## src/rtl/trans_stage_multi_pkg.sv

```systemverilog
// Shared definitions for the multi-lane pipeline stage latch.
// Holds the stage mode encodings used by the top and by each lane register.
// It also holds the mode decoder that turns flush and stall bits into a mode.
package trans_stage_multi_pkg;

    // Stage behaviour for one clock edge
    typedef enum logic [1:0] {
        STAGE_CAPTURE = 2'b00,
        STAGE_HOLD    = 2'b01,
        STAGE_BUBBLE  = 2'b10
    } stage_mode_e;

    // Priority: flush, then a stall whose successor is running (bubble), then a stall chain (hold)
    function automatic stage_mode_e decode_mode(
        input logic flush,
        input logic stall_self,
        input logic stall_next
    );
        stage_mode_e mode;
        mode = STAGE_CAPTURE;
        if (flush || (stall_self && !stall_next)) begin
            mode = STAGE_BUBBLE;
        end else if (stall_self) begin
            mode = STAGE_HOLD;
        end
        return mode;
    endfunction

endpackage

```

## src/rtl/trans_stage_multi_if.sv

```systemverilog
// Bundle of register-write channels that cross one pipeline stage boundary.
//   in_we/in_addr/in_data    : per-lane write request from the upstream stage
//   out_we/out_addr/out_data : registered per-lane write toward the downstream stage
//   out_valid                : the register holds a captured bundle, not a bubble
//   collision                : the last capture dropped a lane because of an address clash
// Lane i uses bit i of the enables and the slices [i*W +: W] of the address and data buses.
interface trans_stage_multi_if #(
    parameter int unsigned LANES  = 2,
    parameter int unsigned ADDR_W = 5,
    parameter int unsigned DATA_W = 32
);
    logic [LANES-1:0]        in_we;
    logic [LANES*ADDR_W-1:0] in_addr;
    logic [LANES*DATA_W-1:0] in_data;
    logic [LANES-1:0]        out_we;
    logic [LANES*ADDR_W-1:0] out_addr;
    logic [LANES*DATA_W-1:0] out_data;
    logic                    out_valid;
    logic                    collision;

    // Upstream producer and downstream consumer side
    modport master (
        output in_we, in_addr, in_data,
        input  out_we, out_addr, out_data, out_valid, collision
    );

    // Stage register side
    modport slave (
        input  in_we, in_addr, in_data,
        output out_we, out_addr, out_data, out_valid, collision
    );
endinterface

```

## src/rtl/trans_stage_multi_lane.sv

```systemverilog
// One write channel of the stage latch: a we/addr/data register.
//   clock, reset      : clock and async active-low reset
//   mode_i            : capture / hold / bubble for this edge
//   kill_i            : clear the captured enable (zero-register drop or lost collision)
//   we_i/addr_i/data_i: incoming write request
//   we_o/addr_o/data_o: registered write request
module trans_lane_reg
    import trans_stage_multi_pkg::*;
#(
    parameter int unsigned ADDR_W = 5,
    parameter int unsigned DATA_W = 32
) (
    input  logic              clock,
    input  logic              reset,
    input  stage_mode_e       mode_i,
    input  logic              kill_i,
    input  logic              we_i,
    input  logic [ADDR_W-1:0] addr_i,
    input  logic [DATA_W-1:0] data_i,
    output logic              we_o,
    output logic [ADDR_W-1:0] addr_o,
    output logic [DATA_W-1:0] data_o
);

    logic              we_q,   we_d;
    logic [ADDR_W-1:0] addr_q, addr_d;
    logic [DATA_W-1:0] data_q, data_d;

    // Next-state select; address and data are captured unmodified even when the enable is killed
    always_comb begin
        we_d   = we_q;
        addr_d = addr_q;
        data_d = data_q;
        case (mode_i)
            STAGE_CAPTURE: begin
                we_d   = we_i & ~kill_i;
                addr_d = addr_i;
                data_d = data_i;
            end
            STAGE_BUBBLE: begin
                we_d   = 1'b0;
                addr_d = '0;
                data_d = '0;
            end
            default: begin
            end
        endcase
    end

    // Lane register
    always_ff @(posedge clock or negedge reset) begin
        if (!reset) begin
            we_q   <= 1'b0;
            addr_q <= '0;
            data_q <= '0;
        end else begin
            we_q   <= we_d;
            addr_q <= addr_d;
            data_q <= data_d;
        end
    end

    assign we_o   = we_q;
    assign addr_o = addr_q;
    assign data_o = data_q;

endmodule

```

## src/rtl/trans_stage_multi.sv

```systemverilog
// Multi-lane pipeline stage latch between two stages (EX/MEM, MEM/WB, dual-issue WB).
//   clock, reset      : clock and async active-low reset
//   stall             : shared stall vector; bits STAGE and STAGE+1 select this stage's mode
//   flush             : load a bubble on the next edge regardless of stall
//   perf_clear        : synchronous clear of both performance counters
//   bus (slave)       : per-lane write channels in, registered channels, valid and collision out
//   bubble_count      : saturating count of bubble edges
//   hold_count        : saturating count of hold edges
module trans_stage_multi
    import trans_stage_multi_pkg::*;
#(
    parameter int unsigned LANES     = 2,
    parameter int unsigned ADDR_W    = 5,
    parameter int unsigned DATA_W    = 32,
    parameter int unsigned STALL_W   = 6,
    parameter int unsigned STAGE     = 4,
    parameter int unsigned DROP_ZERO = 1,
    parameter int unsigned CNT_W     = 16
) (
    input  logic               clock,
    input  logic               reset,
    input  logic [STALL_W-1:0] stall,
    input  logic               flush,
    input  logic               perf_clear,
    trans_stage_multi_if.slave bus,
    output logic [CNT_W-1:0]   bubble_count,
    output logic [CNT_W-1:0]   hold_count
);

    stage_mode_e mode_c;
    logic        unused_stall_c;

    logic [LANES-1:0] live_c;
    logic [LANES-1:0] kill_c;
    logic             coll_c;

    logic             valid_q, valid_d;
    logic             coll_q,  coll_d;
    logic [CNT_W-1:0] bub_cnt_q, bub_cnt_d;
    logic [CNT_W-1:0] hold_cnt_q, hold_cnt_d;

    logic [LANES-1:0]        lane_we;
    logic [LANES*ADDR_W-1:0] lane_addr;
    logic [LANES*DATA_W-1:0] lane_data;

    assign mode_c = decode_mode(flush, stall[STAGE], stall[STAGE+1]);

    // Only two stall bits matter to this stage; the rest belong to other boundaries
    assign unused_stall_c = ^stall;

    // Zero-register drop, then same-address resolution where the youngest lane wins
    always_comb begin
        live_c = '0;
        kill_c = '0;
        coll_c = 1'b0;
        for (int i = 0; i < LANES; i++) begin
            live_c[i] = bus.in_we[i] &&
                        !((DROP_ZERO != 0) && (bus.in_addr[i*ADDR_W +: ADDR_W] == '0));
        end
        for (int i = 0; i < LANES; i++) begin
            kill_c[i] = !live_c[i];
            for (int j = i + 1; j < LANES; j++) begin
                if (live_c[i] && live_c[j] &&
                    (bus.in_addr[i*ADDR_W +: ADDR_W] == bus.in_addr[j*ADDR_W +: ADDR_W])) begin
                    kill_c[i] = 1'b1;
                    coll_c    = 1'b1;
                end
            end
        end
    end

    // Bundle status and saturating performance counters
    always_comb begin
        valid_d    = valid_q;
        coll_d     = coll_q;
        bub_cnt_d  = bub_cnt_q;
        hold_cnt_d = hold_cnt_q;
        case (mode_c)
            STAGE_CAPTURE: begin
                valid_d = 1'b1;
                coll_d  = coll_c;
            end
            STAGE_BUBBLE: begin
                valid_d = 1'b0;
                coll_d  = 1'b0;
                if (bub_cnt_q != '1) begin
                    bub_cnt_d = bub_cnt_q + CNT_W'(1);
                end
            end
            STAGE_HOLD: begin
                if (hold_cnt_q != '1) begin
                    hold_cnt_d = hold_cnt_q + CNT_W'(1);
                end
            end
            default: begin
            end
        endcase
        if (perf_clear) begin
            bub_cnt_d  = '0;
            hold_cnt_d = '0;
        end
    end

    // Status and counter registers
    always_ff @(posedge clock or negedge reset) begin
        if (!reset) begin
            valid_q    <= 1'b0;
            coll_q     <= 1'b0;
            bub_cnt_q  <= '0;
            hold_cnt_q <= '0;
        end else begin
            valid_q    <= valid_d;
            coll_q     <= coll_d;
            bub_cnt_q  <= bub_cnt_d;
            hold_cnt_q <= hold_cnt_d;
        end
    end

    // One register per write channel
    for (genvar g = 0; g < LANES; g++) begin : g_lane
        trans_lane_reg #(
            .ADDR_W (ADDR_W),
            .DATA_W (DATA_W)
        ) u_lane (
            .clock  (clock),
            .reset  (reset),
            .mode_i (mode_c),
            .kill_i (kill_c[g]),
            .we_i   (bus.in_we[g]),
            .addr_i (bus.in_addr[g*ADDR_W +: ADDR_W]),
            .data_i (bus.in_data[g*DATA_W +: DATA_W]),
            .we_o   (lane_we[g]),
            .addr_o (lane_addr[g*ADDR_W +: ADDR_W]),
            .data_o (lane_data[g*DATA_W +: DATA_W])
        );
    end

    assign bus.out_we    = lane_we;
    assign bus.out_addr  = lane_addr;
    assign bus.out_data  = lane_data;
    assign bus.out_valid = valid_q;
    assign bus.collision = coll_q;
    assign bubble_count  = bub_cnt_q;
    assign hold_count    = hold_cnt_q;

endmodule

```

## src/flat_wrapper.sv

```systemverilog
// flat-port wrapper written by rule: the top's interface ports become plain ports
module trans_stage_multi_flat import trans_stage_multi_pkg::*;
#(
    parameter int unsigned LANES     = 2,
    parameter int unsigned ADDR_W    = 5,
    parameter int unsigned DATA_W    = 32,
    parameter int unsigned STALL_W   = 6,
    parameter int unsigned STAGE     = 4,
    parameter int unsigned DROP_ZERO = 1,
    parameter int unsigned CNT_W     = 16
)
  (clock, reset, stall, flush, perf_clear, bubble_count, hold_count, bus_in_we, bus_in_addr, bus_in_data, bus_out_we, bus_out_addr, bus_out_data, bus_out_valid, bus_collision);
  trans_stage_multi_if #(.LANES(LANES), .ADDR_W(ADDR_W), .DATA_W(DATA_W)) bus_i ();
  input  logic clock;
  input  logic reset;
  input  logic [STALL_W-1:0] stall;
  input  logic flush;
  input  logic perf_clear;
  output logic [CNT_W-1:0] bubble_count;
  output logic [CNT_W-1:0] hold_count;
  input wire logic [$bits(bus_i.in_we)-1:0] bus_in_we;
  input wire logic [$bits(bus_i.in_addr)-1:0] bus_in_addr;
  input wire logic [$bits(bus_i.in_data)-1:0] bus_in_data;
  output wire logic [$bits(bus_i.out_we)-1:0] bus_out_we;
  output wire logic [$bits(bus_i.out_addr)-1:0] bus_out_addr;
  output wire logic [$bits(bus_i.out_data)-1:0] bus_out_data;
  output wire logic [$bits(bus_i.out_valid)-1:0] bus_out_valid;
  output wire logic [$bits(bus_i.collision)-1:0] bus_collision;
  assign bus_i.in_we = bus_in_we;
  assign bus_i.in_addr = bus_in_addr;
  assign bus_i.in_data = bus_in_data;
  assign bus_out_we = bus_i.out_we;
  assign bus_out_addr = bus_i.out_addr;
  assign bus_out_data = bus_i.out_data;
  assign bus_out_valid = bus_i.out_valid;
  assign bus_collision = bus_i.collision;
  trans_stage_multi #(.LANES(LANES), .ADDR_W(ADDR_W), .DATA_W(DATA_W), .STALL_W(STALL_W), .STAGE(STAGE), .DROP_ZERO(DROP_ZERO), .CNT_W(CNT_W)) u_core (.clock(clock), .reset(reset), .stall(stall), .flush(flush), .perf_clear(perf_clear), .bus(bus_i), .bubble_count(bubble_count), .hold_count(hold_count));
endmodule
```

## config.mk

```make
export PLATFORM = sky130hd
export DESIGN_NAME = trans_stage_multi_flat
export DESIGN_NICKNAME = d
export VERILOG_FILES = /design/src/rtl/trans_stage_multi_pkg.sv /design/src/rtl/trans_stage_multi_if.sv /design/src/rtl/trans_stage_multi_lane.sv /design/src/rtl/trans_stage_multi.sv /design/src/flat_wrapper.sv
export SDC_FILE = /design/constraint.sdc
export NUM_CORES = 1
export LEC_CHECK = 0
export BUFFER_PORTS_ARGS = -buffer_cell sky130_fd_sc_hd__buf_2
export CAP_MARGIN = 5
export CORE_MARGIN = 1.5
export CORE_UTILIZATION = 26
export CTS_CLUSTER_SIZE = 12
export DETAILED_ROUTE_END_ITERATION = 12
export PLACE_DENSITY = 0.59
export SKIP_LAST_GASP = 1
export SLEW_MARGIN = 10
export SYNTH_ARGS = -nofsm -noshare
export SYNTH_HDL_FRONTEND = slang
export SYNTH_SLANG_ARGS = --single-unit
```

## constraint.sdc

```tcl
create_clock -name clock -period 1.8 [get_ports clock]
set_input_delay 0.09 -clock clock [delete_from_list [all_inputs] [get_ports clock]]
set_output_delay 0.09 -clock clock [all_outputs]
set_load 0.03 [all_outputs]
```

After elaboration in Yosys (flattened, before gate mapping) --
Index checks and enable logic that the tools add are counted.
Word-level totals: register bits 110, output and inout port bits 110, word-level logic and storage cells 58, input bits 86
Operators by class: add/sub/neg operators 2, mux-type cells 18, equal/unequal tests 5, reduce and logical (&&, ||, !) cells 20, bitwise operators 3
Operators with widths (count):
- 32-bit one-hot mux with 2 select lines | 2
- 16-bit 2-to-1 mux | 6
- 16-bit by 1-bit adder with 16-bit output (second input constant) | 2
- 16-bit != test (second input constant) | 2
- 5-bit one-hot mux with 2 select lines | 2
- 5-bit logical NOT | 2
- 2-bit nonzero test | 5
- 1-bit one-hot mux with 2 select lines | 4
- 5-bit equality test | 1
- 1-bit logical AND | 5
- 1-bit logical NOT | 4
- 2-bit AND reduction | 2
- 1-bit 2-to-1 mux | 3
- 1-bit AND | 2
- 2-bit by 1-bit equality test with 1-bit output (second input constant) | 1
- 2-bit equality test (second input constant) | 1
- 2-bit logical NOT | 1
- 2-bit 2-to-1 mux | 1
- 1-bit logical OR | 1
- 1-bit NOT | 1

Logic depth before layout (Yosys ltp) --
word-level depth 9, mapped depth 7

By module --
Synthesis repeated with hierarchy kept, for this count alone.
Unflattened totals: cell total of the unflattened synthesis 397, area, all modules 4852.2 um2
By module, submodules not included:
- trans_lane_reg | area an instance 1365.1 um2, cells an instance 86, instances 2
- trans_stage_multi | area an instance 2122.0 um2, cells an instance 225, instances 1

Worst setup path after synthesis --
No wires, ideal clock.
kind reg-to-reg, start register u_core.hold_cnt_q[0], in the netlist u_core.hold_count[0], end register u_core.hold_cnt_q[12], in the netlist u_core.hold_count[12], period minus slack after synthesis 2080 ps, setup slack -280 ps, cell stages (with the launch flop) 6, data arrival time 2002 ps, path through dfrtp_1 -> ha_1 -> nand4_2 -> or3_1 -> or4_1 -> a21oi_1
Between the ends: word-level cells in the longest chain between the ends 4, elaborated cells on any way between the ends 7
RTL lines:
- from (decl) | line trans_stage_multi.sv:40 | logic [CNT_W-1:0] hold_cnt_q, hold_cnt_d;
- from (signal assigned) | line trans_stage_multi.sv:115 | hold_cnt_q <= hold_cnt_d;
- 16-bit by 1-bit adder with 16-bit output | line trans_stage_multi.sv:92 | hold_cnt_d = hold_cnt_q + CNT_W'(1);
- 16-bit 2-to-1 mux | line trans_stage_multi.sv:91 | if (hold_cnt_q != '1) begin
- 16-bit 2-to-1 mux | line trans_stage_multi.sv:78 | case (mode_c)
- 16-bit 2-to-1 mux | line trans_stage_multi.sv:98 | if (perf_clear) begin
Parallel ways exist; a longest one is shown, timed or not. The select of a mux whose other input is x is not followed. A chain may end at the register's enable or synchronous reset.

Worst setup path in the final report --
start register u_core.hold_cnt_q[10], in the netlist u_core.hold_count[10], end register u_core.hold_cnt_q[13], in the netlist u_core.hold_count[13]
Same word-level chain as after synthesis.

==> flow_summary.json <==
{
  "worstPathArrival_ns": 1.98,
  "postLayoutCoreUtil_pct": 39.7,
  "syn_to_final_growth_pct": 50.7,
  "critical_path_buf_inv_count": 0,
  "htreeDepth": 3,
  "whs_ns": 0.0265,
  "cp_max_fo": 7,
  "avgRoutedWirePerCell_um": 14.3,
  "antenna_found_initial": 0,
  "ys.warnings.count": 0,
  "post_drt_via_cell_ratio": 4.52,
  "worstSetupPathType": "reg -> reg",
  "ios": 196,
  "finalSetupViolCount": 0,
  "route.detailed.drc": 0,
  "place_ws_ns": 0.0587,
  "yosysSeqAreaShare_pct": 54.0,
  "path_cells": "nand4_1 -> or4_4 -> or4_1 -> a21oi_1",
  "clk-insertion-delay-late_ns": 0.34,
  "path_delay_family": "simple AND/OR/NAND/NOR gates",
  "slew_viol_final": 0,
  "syn_area_per_cell_sq_um": 10.8,
  "root_buffer": "clkbuf_16",
  "rsz0062_at_grt": "true",
  "status": "finished, final reports clean",
  "critPathRequiredTime_ns": 2.07,
  "slowest_delay_ns": 0.55,
  "drive_gt1_share_pct": 37.1,
  "port_buffers": 191,
  "p_per_area_nw_per_um2": 735,
  "ys_seq_elements": 110,
  "fmax_mhz": 585,
  "die_w_um": 143,
  "clock_sinks": 110,
  "cp-end-kind": "flop",
  "ys_top_cells_by_area": "dfrtp_1, mux2i_1, nor2_1",
  "cap_viol_max_count": 0,
  "tightestPinTransition_ns": 0.613,
  "cp-start-kind": "flop",
  "hpwl_um": 9430,
  "syn-instance-count": 470,
  "finalCriticalPeriod_ns": 1.71,
  "min_path_type": "in -> reg",
  "tritoncts": "built",
  "p_leak_nw": 3.89,
  "fin_skew_ns": 0.00614,
  "netlist_area_sq_um": 5100,
  "initial_utilization_pct": 26.4,
  "synthDominantCellAreaShare_pct": 54.0,
  "cts_made_buffers": 9,
  "dr.first_iter.drc_count": 229,
  "grt.total_usage_pct": 14.4,
  "die_height_um": 143,
  "total_power_mw": 5.65,
  "yosysUniqueCellTypes": 46,
  "n_antenna_cell": 0,
  "yosysTopAreaCell": "dfrtp_1",
  "final_nets": 837,
  "grt_pass1_vias": 4515,
  "synth_nets": 558,
  "slew_headroom_pct": 59.1,
  "worst_slack_ns": 0.0898,
  "fin_crit_sh_pct": 95.0,
  "final.setup.tns_ns": 0,
  "vdd.ir_drop.worst_mv": 0.422,
  "clk_pin_slew_ns": 0.08,
  "totalWireLength_um": 14500,
  "cp_slowest_cell": "or4_4",
  "vias": 4597,
  "grt_first_pass_wirelength_um": 23000,
  "coreArea_sq_um": 19300,
  "clockBufferDepth": 2,
  "grt_max_degree": 78,
  "gp_congestion": 0.742,
  "overflow": 0,
  "die-area_sq_um": 20500,
  "hold_viol": 0,
  "ant_nets": 0,
  "first_pass_iters": 4,
  "placementRows": 51
}
cell type report:
cell class / instances / area (sq um)
clock inverters: 5 / 82.6
well taps: 265 / 332
clock buffers: 10 / 229
inverters: 7 / 26.3
fillers: 1914 / 11700
repair buffers: 296 / 1960
multi-input cells: 325 / 2280
flip-flops and latches: 110 / 2770
placed cells by master, fill, tap and decap left out, types with 9 or more instances in the layout:
master	n
dlygate4sd3_1	65
or3_1	9
dfrtp_2	17
buf_4	38
nand2_1	11
o31ai_1	14
clkbuf_16	9
mux2i_1	74
nand3_1	11
or4_1	14
dfrtp_1	93
nor2_1	84
a21oi_1	23
buf_2	189
layer usage:
layer | part of all wire (%) | global-route usage, % | wire, um | vias to the layer above
li1 | - | - | - | 2246
met1 | 45 | 18.3 | 6500 | 2206
met2 | 48 | 23.8 | 6960 | 134
met3 | 5.9 | 4.39 | 864 | 11
met4 | 1.5 | 3.85 | 221 | 0
met5 | 0 | 0 | 0 | -
path summary, 6_finish.rpt:
path	startpoint	to	slack, ns	cells after the start
setup / recovery	u_core.hold_count[10]	u_core.hold_count[13]	0.09	4
hold / removal	bus_in_addr[9]	u_core.g_lane[1].u_lane.addr_o[4]	0.03	3
setup reg to reg	u_core.hold_count[10]	u_core.hold_count[13]	0.09	4
hold reg to reg	u_core.hold_count[14]	u_core.hold_count[14]	0.50	1
max in group asynchronous	reset	u_core.hold_count[4]	0.95	3
min in group asynchronous	reset	u_core.bubble_count[15]	0.23	2
sequential cells by signal (all words and copies together) (netlist names):
register	cells
u_core.g_lane.u_lane.we_o	2
u_core.hold_count	16
u_core.bubble_count	16
u_core.bus.out_valid	1
u_core.g_lane.u_lane.data_o	64
u_core.g_lane.u_lane.addr_o	10
u_core.bus.collision	1
kinds of logic (layout without fill, tap and decap cells):
| group | count (synthesis) | count (layout) | synth area share (%) |
|---|---|---|---|
| AOI/OAI and AO/OA | 61 | 61 | 7.44 |
| muxes | 80 | 80 | 15.9 |
| and+or+nand+nor | 177 | 177 | 18.5 |
| adders and majority gates | 2 | 2 | 0.491 |
| buffers and inverters | 35 | 318 | 2.87 |
| xor gates and xnor gates | 5 | 5 | 0.859 |
| DFF | 110 | 110 | 54.0 |
what timing repair did:
item,4_1_cts,5_1_grt
endpoints found under the hold margin,94,0
setup buffers,0,5
endpoints found under the setup margin,0,11
hold buffers,65,0
resized for setup,0,11
where the power goes:
| group | switching, mW | total (mW) | internal, mW |
|---|---|---|---|
| clock | 0.928 | 2.15 | 1.22 |
| combinational | 0.516 | 0.889 | 0.373 |
| sequential | 0.0533 | 2.61 | 2.56 |
| total | 1.50 | 5.65 | 4.15 |
synthesized netlist by cell type (all sizes together):
library cell,number
nand4,9
xnor2,5
a211oi,3
a21oi,24
or2,2
clkbuf,15
dfrtp,110
and3b,1
or3,10
and4b,1
nor4b,2
or4,15
o21a,1
a2111oi,1
o41ai,1
nand3,12
ha,2
mux2,6
nand2,11
nor3b,1
nor3,7
nor2b,7
nor2,84
nand3b,2
o21ba,1
and4,3
o21ai,10
buf,13
o31ai,14
nor4,7
o211ai,3
a31o,1
and3,3
mux2i,74
inv,7
o31a,1
a31oi,1
per-stage QoR:
step | cell area (sq um) | instances
after floorplan | 5150 | 470
after global placement | 6630 | 933
after detailed placement | 6630 | 933
after CTS | 7590 | 1013
after global routing | 7680 | 1018
final | 7680 | 1018
tightest hold or removal path, stage by stage:
cell and delay (ns):
buf_2 0.11, mux2i_1 0.06, nor2_1 0.08
No activity file was read; power rests on OpenSTA's default activity.
